File: src/rtl/byte_pair_tx_pkg.sv
`default_nettype none
// ============================================================================
// Module   : byte_pair_tx_pkg
// Purpose  : Shared definitions for the byte-pair serial transmitter:
//            FSM state encodings, frame geometry, default bit period and
//            the parity helper.
// Ports    : none (package)
// Revision : 1.0 - initial release
// ============================================================================
package byte_pair_tx_pkg;

    // FSM state encodings
    localparam logic [2:0] S_IDLE   = 3'd0;
    localparam logic [2:0] S_START  = 3'd1;
    localparam logic [2:0] S_DATA   = 3'd2;
    localparam logic [2:0] S_PARITY = 3'd3;
    localparam logic [2:0] S_STOP   = 3'd4;

    localparam int DATA_BITS            = 8;
    localparam int CLKS_PER_BIT_DEFAULT = 4;
    localparam int TIMER_W              = 16;

    // Even parity: the parity bit makes the total count of ones even.
    function automatic logic even_parity(input logic [7:0] b);
        return ^b;
    endfunction

endpackage
`default_nettype wire

File: src/rtl/byte_pair_tx_if.sv
`default_nettype none
// ============================================================================
// Module   : byte_pair_tx_if
// Purpose  : Bundles the pair-handshake and serial-side signals of the
//            byte-pair transmitter.
// Signals  : in_valid/in_ready  pair handshake
//            num1/num2          operand bytes (num1 sent first)
//            tx                 serial line, idles high
//            busy               transfer in progress
//            done               one-cycle completion pulse
// Modports : master - pair source / line observer
//            slave  - the transmitter
// Revision : 1.0 - initial release
// ============================================================================
interface byte_pair_tx_if;
    logic       in_valid;
    logic       in_ready;
    logic [7:0] num1;
    logic [7:0] num2;
    logic       tx;
    logic       busy;
    logic       done;

    modport master (
        output in_valid, num1, num2,
        input  in_ready, tx, busy, done
    );

    modport slave (
        input  in_valid, num1, num2,
        output in_ready, tx, busy, done
    );
endinterface
`default_nettype wire

File: src/rtl/byte_pair_tx_bit_timer.sv
`default_nettype none
// ============================================================================
// Module   : bit_timer
// Purpose  : Down-counter that times one serial bit. Loaded with
//            CLKS_PER_BIT-1 on restart or when it expires; tick_o marks the
//            last cycle of each bit period.
// Ports    : clk        clock
//            reset      synchronous active-high reset
//            restart_i  reload the counter (new FSM state)
//            tick_o     last cycle of the current bit
// Revision : 1.0 - initial release
// ============================================================================
module bit_timer
    import byte_pair_tx_pkg::*;
#(
    parameter int CLKS_PER_BIT = CLKS_PER_BIT_DEFAULT
) (
    input  wire logic clk,
    input  wire logic reset,
    input  wire logic restart_i,
    output logic      tick_o
);

    localparam logic [TIMER_W-1:0] RELOAD = TIMER_W'(CLKS_PER_BIT - 1);

    logic [TIMER_W-1:0] cnt_q;

    always_ff @(posedge clk) begin
        if (reset) begin
            cnt_q <= '0;
        end else if (restart_i || (cnt_q == '0)) begin
            cnt_q <= RELOAD;
        end else begin
            cnt_q <= cnt_q - 1'b1;
        end
    end

    assign tick_o = (cnt_q == '0);

endmodule
`default_nettype wire

File: src/rtl/byte_pair_tx.sv
`default_nettype none
// ============================================================================
// Module   : byte_pair_tx
// Purpose  : Accepts an operand pair in one valid/ready handshake and sends
//            it as two back-to-back UART-style frames (num1 first, LSB
//            first): start(0), 8 data bits, optional even parity, stop(1).
// Ports    : clk    clock, rising edge
//            reset  synchronous active-high reset
//            bus    byte_pair_tx_if.slave (in_valid, in_ready, num1, num2,
//                   tx, busy, done)
// Revision : 1.0 - initial release
// ============================================================================
module byte_pair_tx
    import byte_pair_tx_pkg::*;
#(
    parameter int CLKS_PER_BIT = CLKS_PER_BIT_DEFAULT,
    parameter int PARITY_EN    = 1
) (
    input  wire logic     clk,
    input  wire logic     reset,
    byte_pair_tx_if.slave bus
);

    localparam logic [2:0] LAST_BIT = 3'(DATA_BITS - 1);

    logic [2:0]  state_q, state_d;
    logic        sel_q, sel_d;
    logic [2:0]  bit_cnt_q, bit_cnt_d;
    logic [15:0] shadow_q, shadow_d;
    logic        tx_q, tx_d;
    logic [7:0]  byte_d;
    logic        tick;
    logic        restart;
    logic        accept;

    // Every state change restarts the bit period; within DATA the timer
    // reloads itself on expiry so consecutive data bits line up.
    assign restart = (state_d != state_q);

    bit_timer #(
        .CLKS_PER_BIT (CLKS_PER_BIT)
    ) u_bit_timer (
        .clk       (clk),
        .reset     (reset),
        .restart_i (restart),
        .tick_o    (tick)
    );

    // ---------------- state register ----------------
    always_ff @(posedge clk) begin
        if (reset) begin
            state_q   <= S_IDLE;
            sel_q     <= 1'b0;
            bit_cnt_q <= 3'd0;
            shadow_q  <= 16'd0;
            tx_q      <= 1'b1;
        end else begin
            state_q   <= state_d;
            sel_q     <= sel_d;
            bit_cnt_q <= bit_cnt_d;
            shadow_q  <= shadow_d;
            tx_q      <= tx_d;
        end
    end

    // ---------------- next-state logic ----------------
    always_comb begin
        state_d   = state_q;
        sel_d     = sel_q;
        bit_cnt_d = bit_cnt_q;
        shadow_d  = shadow_q;
        accept    = bus.in_valid && (state_q == S_IDLE);

        case (state_q)
            S_IDLE: begin
                if (accept) begin
                    shadow_d  = {bus.num2, bus.num1};
                    state_d   = S_START;
                    sel_d     = 1'b0;
                    bit_cnt_d = 3'd0;
                end
            end
            S_START: begin
                if (tick) begin
                    state_d = S_DATA;
                end
            end
            S_DATA: begin
                if (tick) begin
                    // 3-bit counter wraps 7->0 on the way out of DATA
                    bit_cnt_d = bit_cnt_q + 3'd1;
                    if (bit_cnt_q == LAST_BIT) begin
                        state_d = (PARITY_EN != 0) ? S_PARITY : S_STOP;
                    end
                end
            end
            S_PARITY: begin
                if (tick) begin
                    state_d = S_STOP;
                end
            end
            S_STOP: begin
                if (tick) begin
                    if (!sel_q) begin
                        state_d = S_START;
                        sel_d   = 1'b1;
                    end else begin
                        state_d = S_IDLE;
                    end
                end
            end
            default: begin
                state_d = S_IDLE;
            end
        endcase
    end

    // ---------------- output logic ----------------
    // tx is registered: the value loaded here is the one for the state being
    // entered, so the start bit appears right after the accept edge.
    always_comb begin
        byte_d = sel_d ? shadow_d[15:8] : shadow_d[7:0];
        tx_d   = 1'b1;
        case (state_d)
            S_START:  tx_d = 1'b0;
            S_DATA:   tx_d = byte_d[bit_cnt_d];
            S_PARITY: tx_d = even_parity(byte_d);
            default:  tx_d = 1'b1;
        endcase
    end

    assign bus.tx       = tx_q;
    assign bus.in_ready = (state_q == S_IDLE);
    assign bus.busy     = (state_q != S_IDLE);
    assign bus.done     = (state_q == S_STOP) && sel_q && tick;

endmodule
`default_nettype wire

File: src/flat_wrapper.sv
// flat-port wrapper written by rule: the top's interface ports become plain ports
module byte_pair_tx_flat import byte_pair_tx_pkg::*;
#(
    parameter int CLKS_PER_BIT = CLKS_PER_BIT_DEFAULT,
    parameter int PARITY_EN    = 1
)
  (clk, reset, bus_in_valid, bus_num1, bus_num2, bus_in_ready, bus_tx, bus_busy, bus_done);
  byte_pair_tx_if bus_i ();
  input  wire logic clk;
  input  wire logic reset;
  input wire logic [$bits(bus_i.in_valid)-1:0] bus_in_valid;
  input wire logic [$bits(bus_i.num1)-1:0] bus_num1;
  input wire logic [$bits(bus_i.num2)-1:0] bus_num2;
  output wire logic [$bits(bus_i.in_ready)-1:0] bus_in_ready;
  output wire logic [$bits(bus_i.tx)-1:0] bus_tx;
  output wire logic [$bits(bus_i.busy)-1:0] bus_busy;
  output wire logic [$bits(bus_i.done)-1:0] bus_done;
  assign bus_i.in_valid = bus_in_valid;
  assign bus_i.num1 = bus_num1;
  assign bus_i.num2 = bus_num2;
  assign bus_in_ready = bus_i.in_ready;
  assign bus_tx = bus_i.tx;
  assign bus_busy = bus_i.busy;
  assign bus_done = bus_i.done;
  byte_pair_tx #(.CLKS_PER_BIT(CLKS_PER_BIT), .PARITY_EN(PARITY_EN)) u_core (.clk(clk), .reset(reset), .bus(bus_i));
endmodule
File: config.mk
export PLATFORM = sky130hd
export DESIGN_NAME = byte_pair_tx_flat
export DESIGN_NICKNAME = d
export VERILOG_FILES = /design/src/rtl/byte_pair_tx_pkg.sv /design/src/rtl/byte_pair_tx_if.sv /design/src/rtl/byte_pair_tx_bit_timer.sv /design/src/rtl/byte_pair_tx.sv /design/src/flat_wrapper.sv
export SDC_FILE = /design/constraint.sdc
export NUM_CORES = 1
export LEC_CHECK = 0
export CORE_ASPECT_RATIO = 0.6
export CORE_MARGIN = 2
export CORE_UTILIZATION = 58
export DETAILED_ROUTE_END_ITERATION = 6
export PLACE_DENSITY = 0.94
export SLEW_MARGIN = 15
export SYNTH_ARGS = -nofsm -noshare
export SYNTH_HDL_FRONTEND = slang
export SYNTH_SLANG_ARGS = --single-unit
File: constraint.sdc
create_clock -name clk -period 7.7 [get_ports clk]
set_input_delay 1.925 -clock clk [delete_from_list [all_inputs] [get_ports clk]]
set_output_delay 1.925 -clock clk [all_outputs]
set_load 0.05 [all_outputs]
-- Word-level counts from Yosys, hierarchy flattened
Cells that the tools add are included.
Widths: inputs -> output; s select.
- register bits: 40
- input bits: 19
- logic and storage cells: 49
- add/sub/neg operators: 2
- order comparisons: 1
- equality and inequality tests: 9
- muxes and demuxes: 21
- reduce and logical (&&, ||, !) cells: 9
- operator list (operator ; count):
    $mux 16 ; 2
    $mux 3 ; 8
    $logic_not 16->1 ; 1
    $sub 16x1->16 const B ; 1
    $pmux 3 s5 ; 1
    $eq 3x2->1 const B ; 4
    $mux 8 ; 1
    $reduce_xor 8->1 ; 1
    $eq 3x1->1 const B ; 2
    $eq 3x3->1 const B ; 2
    $pmux 3 s2 ; 1
    $lt 3x4->1 const B ; 1
    $mux 1 ; 4
    $add 3x1->3 const B ; 1
    $bmux 1 s3 ; 1
    $logic_and 1x1->1 ; 3
    $logic_not 3->1 ; 1
    $ne 3x3->1 ; 1
    $pmux 1 s3 ; 1
    $reduce_bool 3->1 ; 1
    $mux 2 ; 1
    $pmux 1 s2 ; 1
    $reduce_or 2->1 ; 1
    $logic_or 1x1->1 ; 1

-- Logic depth before layout (Yosys ltp)
- depth after elaboration: 8
- depth in mapped cells: 12

-- By module
Synthesis repeated with hierarchy kept, for this count alone.
- cells, all modules: 281
- area total of the unflattened synthesis: 2321.0 µm²
- modules (own cells, without submodules) (module ; instances ; cells an instance ; area each (µm²)):
    byte_pair_tx ; 1 ; 201 ; 1575.3
    bit_timer ; 1 ; 80 ; 745.7

-- Worst setup path before layout
OpenSTA, ideal clock, no wires.
- path type: register -> output
- start: reg u_core.state_q[1]
- end: out bus_busy
- data arrival time: 2217 ps
- required time: 5775 ps
- setup slack: 3558 ps
- stages on the path, launching flop included: 4
- path buffers: 1
- cells stage by stage: dfxtp_1 > buf_2 > nor3_1 > inv_1
- cells in the longest elaborated chain, start to end: 1
- RTL lines (what ; RTL line ; RTL):
    start, declared ; byte_pair_tx.sv:26 ; logic [2:0] state_q, state_d;
    start signal, assigned ; byte_pair_tx.sv:58 ; state_q <= state_d;
    $reduce_bool 3->1 ; byte_pair_tx.sv:134 ; assign bus.busy = (state_q != S_IDLE);
    end, declared ; flat_wrapper.sv:16 ; output wire logic [$bits(bus_i.busy)-1:0] bus_busy;
Every way passes these cells.

-- Final worst setup path
- start: reg u_core.state_q[2]
- end: out bus_done
- cells in the longest elaborated chain, start to end: 3
- RTL lines (what ; RTL line ; RTL):
    $eq 3x3->1 ; byte_pair_tx.sv:135 ; assign bus.done = (state_q == S_STOP) && sel_q && tick;
    $logic_and 1x1->1 (2 in series) ; byte_pair_tx.sv:135 ;
    end, declared ; flat_wrapper.sv:17 ; output wire logic [$bits(bus_i.done)-1:0] bus_done;
Every way passes these cells.

==> summary.txt <==
Synth Warn # = 0
postcts setup bufs = 0
Pwr Density = 409 mW/mm2
H-tree depth = 2
area grow syn2layout = 15.4%
Avg Inst Size Synth = 8.28 um2
CP Class = reg2out
length of routed met2 wiring = 1.63 mm
total power = 949 uW
Clk pin slew, worst setup/hold paths = 0.08 ns
I/O pin cnt = 23
CP arrival = 2.85 ns
FF+latch count, synth = 40
Slew @ Worst Pin = 1.15 ns
Final Hold Viols = 0
FP Rows = 16
Routed WL = 4.03 mm
Layout Skew = 0.00652 ns
Cells after Synth = 243
CTS max path bufs = 2
TritonRoute pass-1 iters = 4
setup TNS = 0 ns
grt total ovfl = 0
WL met3 = 276 um
RSZ-0062 raised after global routing = false
Setup WS pre-CTS = 3.10 ns
root buf cell = clkbuf_8
met1 wire length = 2.08 mm
Tmin final = 4.77 ns
wire length of the first global-routing pass = 6.62 mm
Vias/cell = 5.46
All-Layer GR Usage = 0.219
setup ws final = 2.93 ns
Final ANT Viol Nets = 0
PostCTS Resize Cnt = 0
Final Cycle Share = 0.620
die area = 0.00397 mm2
Starting Density = 0.613
CP startpoint kind = flop
crit end category = primary output
Hold WC Path Type = reg2reg
die height = 49.6 um
max cap viols = 0
vias in the first global route = 1453
# fillers = 253
status = complete, no violations
final instance area = 0.00232 mm2
VDD IR max = 0.182 mV
Clk Latency, worst-skew pair = 0.29 ns
Die W = 80.0 um
Final Setup Violations = 0
cts hold-fix bufs = 0
core area = 0.00328 mm2
Final Max Slew Viols = 0
share of cells above drive strength 1 = 0.0613
most frequent cells in the layout = nand2_1 (44), dfxtp_1 (40), nor2_1 (30), a21oi_1 (30), clkdlybuf4s50_1 (22)
placed instance area = 0.00223 mm2
largest net degree at the start of global routing = 35
fin nets = 282
static leakage = 0.977 nW
# port buffers = 22
most common cell after layout, fill and taps aside = nand2_1
initial antenna violation count = 0
clk sink count = 40
multi-input logic area = 0.00113 mm2
DRT iter0 DRCs = 123
sequential share of the synthesized area = 0.398
worst-path maximum fanout = 8
WL/cell = 13.2 um
f_max = 0.209 GHz
Reg area = 801 um2
last weighted congestion value of the routability-driven placer = 0.871
# diodes = 0
Post-route DRC = 0
Synth cell types = 38
CTS tree = built
via count = 1670
HPWL after DPL = 2.82 mm
mapped cell area = 0.00201 mm2
DR top layer = met4
Rel. slew slack = 0.231
Syn Nets = 265
worst path required time = 5.78 ns
cts bufs inserted = 5
report_power, final:
group | total (mW) | switching [mW] | internal (mW)
sequential | 0.322 | 0.0556 | 0.267
clock | 0.144 | 0.0705 | 0.0731
combinational | 0.483 | 0.277 | 0.206
total | 0.949 | 0.403 | 0.546
Yosys cell counts:
master    count  area share
o21ai_1       1      0.0025
nand3_1       4       0.010
or3_1         3      0.0093
or3b_1        1      0.0044
xor2_1        9       0.039
nor2_4        1      0.0056
nand4b_1      1      0.0044
a221oi_2      1      0.0075
nor4_2        1      0.0062
o31ai_1       1      0.0037
xnor2_2       2       0.016
ha_1          3       0.019
buf_2         1      0.0025
nor4_1        1      0.0031
a221oi_1      1      0.0044
a21oi_1      30       0.075
and2_1        1      0.0031
nor2b_1       1      0.0031
mux2i_1      15       0.075
nor2_1       30       0.056
or3b_2        1      0.0044
clkbuf_1      9       0.017
nor3b_1       1      0.0037
nor3_1        8       0.020
inv_1         6       0.011
nand4_4       1       0.011
a22oi_1       1      0.0037
nand2_1      44       0.082
a31oi_1       1      0.0031
or2_2         2      0.0062
mux4_1        1       0.013
buf_4         1      0.0037
or3_4         1      0.0056
o21a_1        2      0.0075
xnor2_1      10       0.044
o21ai_0       5       0.012
buf_6         1      0.0056
dfxtp_1      40        0.40
per-stage QoR:
step | cells | util | hold slack, ns
floorplan | 243 | - | 0.432
global placement | 298 | 0.679 | 0.442
detailed placement | 298 | 0.679 | 0.446
CTS | 306 | 0.707 | 0.456
global route | 306 | 0.707 | 0.474
finish | 306 | 0.707 | 0.458
layer usage:
layer,GRT usage,vias to the layer above
met5,0,-
met4,0.0763,0
met3,0.0659,7
met2,0.311,59
met1,0.315,756
li1,-,848
flip-flops by register name, indices dropped and copies added (netlist names):
register	flops
u_core.sel_q	1
u_core.bit_cnt_q	3
u_core.u_bit_timer.cnt_q	16
u_core.bus.tx	1
u_core.state_q	3
u_core.shadow_q	16
cell type report:
| class | count | share of cell area |
|---|---|---|
| flip-flops and latches | 40 | 0.345 |
| multi-input cells | 185 | 0.487 |
| repair buffers | 22 | 0.0949 |
| well taps | 45 | 0.0243 |
| inverters | 6 | 0.00970 |
| clock buffers | 8 | 0.0388 |
cell families (layout without fill, tap and decap cells):
group | count (synthesis) | count (layout) | synth area share
AND/OR/NAND/NOR | 102 | 102 | 0.238
AO/OA/AOI/OAI | 43 | 43 | 0.119
XOR/XNOR | 21 | 21 | 0.0989
buffers and inverters | 18 | 36 | 0.0398
flip-flops | 40 | 40 | 0.398
multiplexers | 16 | 16 | 0.0877
adder cells (fa/ha/maj) | 3 | 3 | 0.0187
worst max-delay path: stages (launching register included):
cell	delay [ns]
dfxtp_1	0.46
nor3b_1	0.41
or3b_1	0.42
or2_2	0.30
nor2_1	0.14
clkdlybuf4s50_1	0.82
worst paths after layout:
path	startpoint	slack (ns)	cells past startpoint	to
worst max-delay path	u_core.state_q[2]$_SDFF_PP0_	2.93	5	bus_done
worst min-delay path	u_core.shadow_q[15]$_SDFF_PP0_	0.46	2	u_core.shadow_q[15]$_SDFF_PP0_
worst max register to register	u_core.state_q[2]$_SDFF_PP0_	4.61	9	u_core.bus.tx$_SDFF_PP1_
worst min register to register	u_core.shadow_q[15]$_SDFF_PP0_	0.46	2	u_core.shadow_q[15]$_SDFF_PP0_
No activity file was read; power rests on OpenSTA's default activity.
==> patch, RTL diff (config.mk and constraints unchanged) <==
`PARITY_EN` is set to 1 in 2 places; all go to 0.
--- a/src/rtl/byte_pair_tx.sv
+++ b/src/rtl/byte_pair_tx.sv
@@ -14,7 +14,7 @@
     import byte_pair_tx_pkg::*;
 #(
     parameter int CLKS_PER_BIT = CLKS_PER_BIT_DEFAULT,
-    parameter int PARITY_EN    = 1
+    parameter int PARITY_EN    = 0
 ) (
     input  wire logic     clk,
     input  wire logic     reset,
--- a/src/flat_wrapper.sv
+++ b/src/flat_wrapper.sv
@@ -2,7 +2,7 @@
 module byte_pair_tx_flat import byte_pair_tx_pkg::*;
 #(
     parameter int CLKS_PER_BIT = CLKS_PER_BIT_DEFAULT,
-    parameter int PARITY_EN    = 1
+    parameter int PARITY_EN    = 0
 )
   (clk, reset, bus_in_valid, bus_num1, bus_num2, bus_in_ready, bus_tx, bus_busy, bus_done);
   byte_pair_tx_if bus_i ();
Function: no difference found for any inputs over 10 cycles, from zero or initial values and one cycle with reset high; that may be too few to reach the edited logic, so the function may still have changed.
==> patch against the original RTL <==
Via count increased by 12%. First-iteration DRC count increased by 59%. Sequential cell count unchanged. Design area increased by 4.6%. Area after synthesis increased by 3.1%. Total power increased by 6.7%. Clock power increased by 40%. Clock skew about the same. Setup slack improved by 37 ps. Routed wire length increased by 24%. Largest power group unchanged.
==> patch: results (changes against the original RTL) <==
\begin{tabular}{lr}
\hline
Metric & Value \\
\hline
\multicolumn{2}{l}{\textbf{Status}} \\
Result of the run & finished, final reports clean \\
\multicolumn{2}{l}{\textbf{Synth}} \\
Distinct cell type count of the synthesized netlist & 44 (+16\%) \\
Net Count, Synth & 275 (+3.8\%) \\
Sequential fraction of the synthesis area & 0.386 (-0.0120) \\
Ranking of synthesized cells by instance count & sky130\_fd\_sc\_hd\_\_nand2\_1 (47), sky130\_fd\_sc\_hd\_\_dfxtp\_1 (40), sky130\_fd\_sc\_hd\_\_a21oi\_1 (28) \\
\multicolumn{2}{l}{\textbf{Critical path}} \\
Reg-to-reg slack, setup & 4710 ps (+100 ps) \\
Cell at the slowest stage of the critical path & sky130\_fd\_sc\_hd\_\_clkdlybuf4s50\_1 \\
Startpoint of the worst register-to-register path & u\_core.u\_bit\_timer.cnt\_q[0] \\
Data arrival time of the worst path & 2810 ps (-40 ps) \\
Maximum cell stage delay along the critical path & 800 ps (-20 ps) \\
Critical-path maximum fanout & 9 (+1) \\
\multicolumn{2}{l}{\textbf{Global route}} \\
Maximum number of pins on one net before global-route repair & 27 (-23\%) \\
First-pass GRT wire length & 8.04 mm (+21\%) \\
Via count of the first global-routing pass & 1,715 (+18\%) \\
Global routing usage summed across all routing layers & 0.267 (+0.0483) \\
\multicolumn{2}{l}{\textbf{Route}} \\
Per-cell routed wire length & 16.0 um (+21\%) \\
Final WL & 5.02 mm (+24\%) \\
Mean number of vias per cell & 5.96 (+9.3\%) \\
First-pass DRT Iterations & 5 (+1) \\
DRT iter0 DRCs & 196 (+59\%) \\
\multicolumn{2}{l}{\textbf{Worst hold path}} \\
Hold path startpoint & u\_core.shadow\_q[2] \\
Worst Hold Path EP & u\_core.shadow\_q[2] \\
\multicolumn{2}{l}{\textbf{Layout}} \\
Share of post-route cells with drive strength above 1 & 0.0743 (+0.0130) \\
NumNets Final & 291 (+3.2\%) \\
\multicolumn{2}{l}{\textbf{STA}} \\
Worst Clk Skew & 6.60 ps (+0.0780 ps) \\
Transition at the pin with the smallest max-transition slack & 967 ps (-183 ps) \\
Final hold slack & 501 ps (+42.2 ps) \\
\multicolumn{2}{l}{\textbf{Power}} \\
Net switching power & 0.423 mW (+4.9\%) \\
Leakage power total & 0.945 nW (-3.3\%) \\
\multicolumn{2}{l}{\textbf{Place}} \\
Placed Cells & 307 (+3.0\%) \\
Estimated wirelength of the detail-placed design & 3.54 mm (+25\%) \\
DP Worst Slack & 3340 ps (+239 ps) \\
RePlAce Congestion & 0.928 (+6.5\%) \\
Area after DPL & 0.00230 sq mm (+3.1\%) \\
\hline
\end{tabular}
[patch: cells by family after synthesis]
family,share of synthesized area
multiplexers,0.0585
buffers and inverters,0.0302
AND/OR/NAND/NOR,0.265
AO/OA/AOI/OAI,0.137
flip-flops,0.386
XOR/XNOR,0.106
adder cells (fa/ha/maj),0.0181
[patch: final cells by class]
type	count	area, sq um
Multi-Input combinational cell	197	1210
Fill cell	248	915
Sequential cell	40	801
Timing Repair Buffer	22	220
Clock buffer	5	68.8
Clock inverter	2	60.1
Tap cell	45	56.3
Inverter	3	11.3
[patch: power by group through the flow]
stage	clock network (mW)	logic, mW	registers (mW)
floorplan	0	0.371	0.323
CTS	0.200	0.467	0.334
finish	0.202	0.474	0.337
detailed placement	0	0.459	0.336
global route	0.210	0.519	0.343
global placement	0	0.439	0.332
[patch: layer usage]
| metal | vias to the layer above | routed length (um) | GRT usage | share of wire |
|---|---|---|---|---|
| met1 | 858 | 2240 | 0.348 | 0.45 |
| met3 | 28 | 499 | 0.0899 | 0.099 |
| li1 | 898 | - | - | - |
| met4 | 0 | 170 | 0.127 | 0.034 |
| met2 | 89 | 2110 | 0.399 | 0.42 |
| met5 | - | 0 | 0 | 0 |
[patch: critical path, delay by kind of cell (launching register included)]
family,cells,cell delay (ps)
adder cells (fa/ha/maj),1,230
buffers and inverters,2,870
AND/OR/NAND/NOR,3,1070
flip-flops,1,350
[patch: worst max path at each step]
stage,from,to,slack [ps]
finish,u_core.u_bit_timer.cnt_q[0],bus_done,2960
global route,u_core.u_bit_timer.cnt_q[0],bus_done,2810
CTS,u_core.u_bit_timer.cnt_q[0],bus_done,2990
detailed placement,bus_in_valid,u_core.bus.tx,3340
global placement,bus_in_valid,u_core.bus.tx,3450
floorplan,u_core.state_q[0],bus_busy,3570
